==> src/rtl/router_sync.sv <==
// router_sync
//
// Purpose: synchronises the packet router's FSM, its three output FIFOs and
// their destinations. The module does four jobs:
//   - It latches the destination address from the header byte.
//   - It decodes that address into a one-hot FIFO write enable.
//   - It returns the addressed FIFO's full flag to the FSM.
//   - It drives a per-channel data-valid signal.
// Optionally, it also watches each channel for a destination that stops
// reading. When that happens it issues a one-cycle soft reset.
//
// Optional feature macro: ROUTER_SYNC_TIMEOUT_EN
//   defined   -> per-channel idle counters and soft_reset_0/1/2 pulses
//   undefined -> no counters; soft_reset_0/1/2 are tied to 0
//
// Ports:
//   clock               rising-edge system clock
//   resetn              asynchronous active-low reset
//   detect_add          load data_in into the address register this edge
//   data_in[1:0]        destination address (00/01/10 valid, 11 = none)
//   write_enb_reg       FSM write request for the current packet
//   read_enb_0/1/2      destination read strobe per channel
//   empty_0/1/2         FIFO empty flag per channel
//   full_0/1/2          FIFO full flag per channel
//   write_enb[2:0]      one-hot FIFO write enable (bit i = channel i)
//   fifo_full           full flag of the addressed channel
//   vld_out_0/1/2       data valid to destination i (= ~empty_i)
//   soft_reset_0/1/2    one-cycle timeout reset for channel i
//
// Parameter:
//   TIMEOUT             consecutive idle cycles before a soft reset (2..31)

module router_sync #(
  parameter int unsigned TIMEOUT = 30
) (
  input  logic       clock,
  input  logic       resetn,
  input  logic       detect_add,
  input  logic [1:0] data_in,
  input  logic       write_enb_reg,
  input  logic       read_enb_0,
  input  logic       read_enb_1,
  input  logic       read_enb_2,
  input  logic       empty_0,
  input  logic       empty_1,
  input  logic       empty_2,
  input  logic       full_0,
  input  logic       full_1,
  input  logic       full_2,
  output logic [2:0] write_enb,
  output logic       fifo_full,
  output logic       vld_out_0,
  output logic       vld_out_1,
  output logic       vld_out_2,
  output logic       soft_reset_0,
  output logic       soft_reset_1,
  output logic       soft_reset_2
);

  logic [1:0] addr_q;
  logic [2:0] vld;
  logic [2:0] sr;

  // The address resets to 11 ("no destination"). Because of that, nothing
  // is written until the first header has been decoded.
  always_ff @(posedge clock or negedge resetn) begin
    if (!resetn) begin
      addr_q <= 2'b11;
    end else if (detect_add) begin
      addr_q <= data_in;
    end
  end

  // Decoding uses the registered address only. A header strobe that arrives
  // in the same cycle as a write therefore takes effect one cycle later.
  always_comb begin
    write_enb = 3'b000;
    fifo_full = 1'b0;
    case (addr_q)
      2'b00: begin
        write_enb = {2'b00, write_enb_reg};
        fifo_full = full_0;
      end
      2'b01: begin
        write_enb = {1'b0, write_enb_reg, 1'b0};
        fifo_full = full_1;
      end
      2'b10: begin
        write_enb = {write_enb_reg, 2'b00};
        fifo_full = full_2;
      end
      default: begin
        write_enb = 3'b000;
        fifo_full = 1'b0;
      end
    endcase
  end

  assign vld       = ~{empty_2, empty_1, empty_0};
  assign vld_out_0 = vld[0];
  assign vld_out_1 = vld[1];
  assign vld_out_2 = vld[2];

`ifdef ROUTER_SYNC_TIMEOUT_EN
  logic [2:0] rd;
  assign rd = {read_enb_2, read_enb_1, read_enb_0};

  for (genvar i = 0; i < 3; i++) begin : g_timeout
    logic [4:0] idle_cnt;
    logic       sr_q;
    logic       idle;

    assign idle = vld[i] & ~rd[i];

    // The counter holds the number of idle edges already seen. A channel
    // that is still idle when the count reaches TIMEOUT-1 completes TIMEOUT
    // idle cycles on this edge, so it pulses and starts counting again.
    // A read, or an empty FIFO, clears the count. This means a read on the
    // final edge suppresses the pulse.
    always_ff @(posedge clock or negedge resetn) begin
      if (!resetn) begin
        idle_cnt <= 5'd0;
        sr_q     <= 1'b0;
      end else if (!idle) begin
        idle_cnt <= 5'd0;
        sr_q     <= 1'b0;
      end else if (idle_cnt == 5'(TIMEOUT - 1)) begin
        idle_cnt <= 5'd0;
        sr_q     <= 1'b1;
      end else begin
        idle_cnt <= idle_cnt + 5'd1;
        sr_q     <= 1'b0;
      end
    end

    assign sr[i] = sr_q;
  end
`else
  // Without the timeout feature, the read strobes have no function here.
  logic unused_read;
  assign unused_read = &{1'b0, read_enb_0, read_enb_1, read_enb_2};
  assign sr          = 3'b000;
`endif

  assign soft_reset_0 = sr[0];
  assign soft_reset_1 = sr[1];
  assign soft_reset_2 = sr[2];

endmodule

==> config.mk <==
export PLATFORM = sky130hd
export DESIGN_NAME = router_sync
export DESIGN_NICKNAME = d
export VERILOG_FILES = /design/src/rtl/router_sync.sv
export SDC_FILE = /design/constraint.sdc
export NUM_CORES = 1
export LEC_CHECK = 0
export ABC_AREA = 1
export BUFFER_PORTS_ARGS = -buffer_cell sky130_fd_sc_hd__clkbuf_2
export CAP_MARGIN = 20
export CORE_AREA = 2 2 39 41
export DETAILED_ROUTE_END_ITERATION = 12
export DIE_AREA = 0 0 41 43
export GPL_ROUTABILITY_DRIVEN = 0
export PLACE_DENSITY = 0.54
export SYNTH_ARGS = -nofsm -noshare
export SYNTH_HDL_FRONTEND = slang
export SYNTH_SLANG_ARGS = --single-unit
==> constraint.sdc <==
create_clock -name clock -period 0.95 [get_ports clock]
set_clock_uncertainty 0.2 [all_clocks]
set_input_delay 0 -clock clock [delete_from_list [all_inputs] [get_ports clock]]
set_output_delay 0 -clock clock [all_outputs]
set_load 0.02 [all_outputs]
==> metrics.log <==
[metrics] number of enable-type register cells in the synthesized netlist: 0
[metrics] largest net degree at the start of global routing: 5
[metrics] adder-cell share of the synthesized area: 0
[metrics] number of flip-flops under the largest register name: 2
[metrics] CTS tree: done
[metrics] global router's overall resource usage: 0.08133
[metrics] internal cell power: 337.4 uW
[metrics] maximum VDD drop: 0.5076 mV
[metrics] Gate Count Post-Synth: 23
[metrics] endpoint required time on the critical path: 0.75 ns
[metrics] number of nets still failing antenna checks after routing: 0
[metrics] outcome: finished, violations left
[metrics] global route overflow: 0
[metrics] switching power of the nets: 158.5 uW
[metrics] maximum clock frequency: 737.9 MHz
[metrics] I/O Pins: 25
[metrics] first-pass GRT wire length: 883 um
[metrics] Crit. Startpoint: addr_q[0]
[metrics] buffer levels on the longest clock path: 2
[metrics] WL final: 492 um
[metrics] crit path kind: flop to output port
[metrics] detailed-routing iteration count for the pre-antenna-repair pass: 1
[metrics] mean number of vias per cell: 3.537
[metrics] proportion of power drawn by the clock network: 0.373
[metrics] Max Cap Viol: 0
[metrics] share of synthesized registers carrying an async set or reset: 1.000
[metrics] violations in the final reports: setup timing
[metrics] area fraction in compound gates after synthesis: 0.06107
[metrics] critical hold path startpoint: empty_1
[metrics] count of cell types in the netlist: 10
[metrics] Skew-Pair Late Insertion Delay: 0.22 ns
[metrics] Biggest register: addr_q
[metrics] Final Setup Violations: 6
[metrics] Worst Hold Class: input pin to output port
[metrics] total number of H-tree levels: 1
[metrics] number of buffer cells added on primary ports: 18
[metrics] PwrDens: 1169 nW/um2
[metrics] proportion of total power due to net switching: 0.3196
[metrics] fin crit period: 1.355 ns
[metrics] slowest cell delay on critical path: 0.56 ns
[metrics] summed instance area of the synthesized netlist: 163.9 um2
[metrics] share of the cycle needed by the critical path after routing: 1.426
[metrics] Hold Fails Final Rpt: 0
[metrics] HPWL reported at the end of detailed placement: 389.9 um
[metrics] worst path cell trace: inv_4 -> nor3_4 -> clkbuf_8
[metrics] TritonCTS buffer count: 3
[metrics] mux cell area share after synthesis: 0
[metrics] count of warnings emitted by yosys: 0
[metrics] initial antenna violation count: 0
[metrics] cell type with the largest total area after synthesis: sky130_fd_sc_hd__dfstp_2
[metrics] Setup Total Neg Slack: -1.849 ns
[metrics] Floorplan Core Area: 1384 um2
[metrics] leading registers by flop count: addr_q x2
[metrics] DIE HEIGHT: 43 um
[metrics] CTS Root Buffer Type: sky130_fd_sc_hd__clkbuf_4
[metrics] site row count: 14
[metrics] floorplan die width: 41 um
[metrics] vias in the first global route: 253
[metrics] area grow syn2layout: 158.8%
[metrics] critical register-to-register path startpoint: addr_q[0]
[metrics] type of origin of the critical path: flop
[metrics] dominant delay contributor by cell family on the critical path: flip-flops
[metrics] mean instance size in the synthesized netlist: 7.126 um2
[metrics] arrival time reported for the critical path endpoint: 1.16 ns
[metrics] clock-pin slew reported for the worst setup and hold paths after clock tree synthesis: 0.03 ns
[metrics] initial drt markers: 0
[metrics] largest driver fanout on the critical path: 4
[metrics] net count reported at finish: 68
[metrics] final worst slack: -0.4052 ns
[metrics] area fraction of the dominant cell type after synthesis: 0.3206
[metrics] top cells by area, synth: sky130_fd_sc_hd__dfstp_2 (32%), sky130_fd_sc_hd__buf_4 (14%), sky130_fd_sc_hd__nand3_1 (12%)
[metrics] predominant post-synthesis flop cell: sky130_fd_sc_hd__dfstp_2
[metrics] cell leakage power: 0.2293 nW
[metrics] Post-Place Setup Slack: -0.1733 ns
[metrics] Critical-path top delay cell: sky130_fd_sc_hd__dfstp_2
[metrics] Die Footprint: 1763 um2
[metrics] diode insertion count for antenna repair: 0
[metrics] xor/xnor share of the synthesized area: 0
[metrics] routed len/inst: 7.343 um
[metrics] remaining routing DRC violations: 0
[metrics] clock sinks: 2
[metrics] part of the power in registers: 0.223
[metrics] starting density of the core: 0.1184
[metrics] Max Slew Vio Count: 0
[metrics] setup repair after global routing missed its margin: yes
[metrics] dominant combinational cell family by area after synthesis: simple AND/OR/NAND/NOR gates
[metrics] proportion of power drawn by combinational gates: 0.404
[metrics] count of state elements after synthesis: 2
[metrics] Critical Path End Type: output port
[metrics] Simple-Gate Fraction of Synth Area: 0.3206
[metrics] Critical path buffers and inverters: 2
[metrics] list of most frequent post-synthesis cells: sky130_fd_sc_hd__inv_1 (4), sky130_fd_sc_hd__nand3_1 (4), sky130_fd_sc_hd__buf_4 (3)
[metrics] proportion of synthesized chip area in sequential cells: 0.3206
[metrics] fraction of final layout cells with drive strength greater than 1: 0.7255
[metrics] Via Count: 237
## cell usage in the layout, fill, tap and decap left out, types with 3 or more instances in the layout
| master | n |
|---|---|
| sky130_fd_sc_hd__dlygate4sd3_1 | 4 |
| sky130_fd_sc_hd__buf_4 | 3 |
| sky130_fd_sc_hd__inv_1 | 4 |
| sky130_fd_sc_hd__conb_1 | 3 |
| sky130_fd_sc_hd__clkbuf_4 | 3 |
| sky130_fd_sc_hd__nand3_2 | 3 |
| sky130_fd_sc_hd__clkbuf_2 | 15 |
## path summary, 6_finish.rpt
check                          endpoint  slack, ns  depth (start not counted)
setup / recovery           write_enb[1]      -0.41                          3
hold / removal                vld_out_1       0.04                          3
hold reg to reg               addr_q[1]       0.41                          3
min in group asynchronous     addr_q[0]       0.07                          2
max in group asynchronous     addr_q[1]       0.46                          2
setup reg to reg              addr_q[0]      -0.16                          3
## cell type report
cell class	instances	area [um2]
well taps	16	20.02
repair buffers	26	187.7
fillers	160	959.7
flip-flops and latches	2	52.55
inverters	6	27.53
multi-input cells	14	113.9
clock buffers	3	22.52
## cell families after synthesis
kind of cell | after synthesis
simple gates | 9
buf+inv | 9
compound gates | 2
flops | 2
other cells | 1
## worst reg2reg max path, stage by stage, from the launching register on
cell                      delay (ns)
sky130_fd_sc_hd__dfstp_2        0.56
sky130_fd_sc_hd__inv_4          0.06
sky130_fd_sc_hd__buf_4          0.13
sky130_fd_sc_hd__o21ai_2        0.10
## metrics by stage
| step | utilization | total power [mW] | area, um2 | instances | hold slack (ns) |
|---|---|---|---|---|---|
| floorplan | - | 0.2036 | 193.9 | 25 | -0.3478 |
| global placement | 0.2197 | 0.2593 | 304.0 | 59 | -0.2450 |
| detailed placement | 0.2197 | 0.2608 | 304.0 | 59 | -0.2401 |
| CTS | 0.2948 | 0.4991 | 407.9 | 67 | 0.03932 |
| global route | 0.3065 | 0.5425 | 424.2 | 67 | 0.05459 |
| finish | 0.3065 | 0.4959 | 424.2 | 67 | 0.03793 |
## power groups by stage
stage               registers, mW  logic (mW)  clock network (mW)
detailed placement          0.107       0.154                   0
global placement            0.107       0.152                   0
CTS                         0.110       0.190               0.200
global route                0.112       0.219               0.212
floorplan                   0.113      0.0904                   0
finish                      0.111       0.200               0.185
## layer usage
metal	vias to the layer above	part of all wire	GRT usage	wire (um)
met5	-	0	0	0
met4	0	0	0.1000	0
met3	0	0.093	0.03141	46
met2	13	0.55	0.1156	272
met1	101	0.35	0.07395	173
li1	123	-	-	-
## repair_timing
item                                    CTS  global route
hold endpoints to repair                  4             0
cloned                                    0             0
hold buffers                              4             0
pin swaps                                 2             1
resized for setup                         9             6
buffers inserted                          2             1
endpoints found under the setup margin    6             6
(Power assumes the default switching activity.)
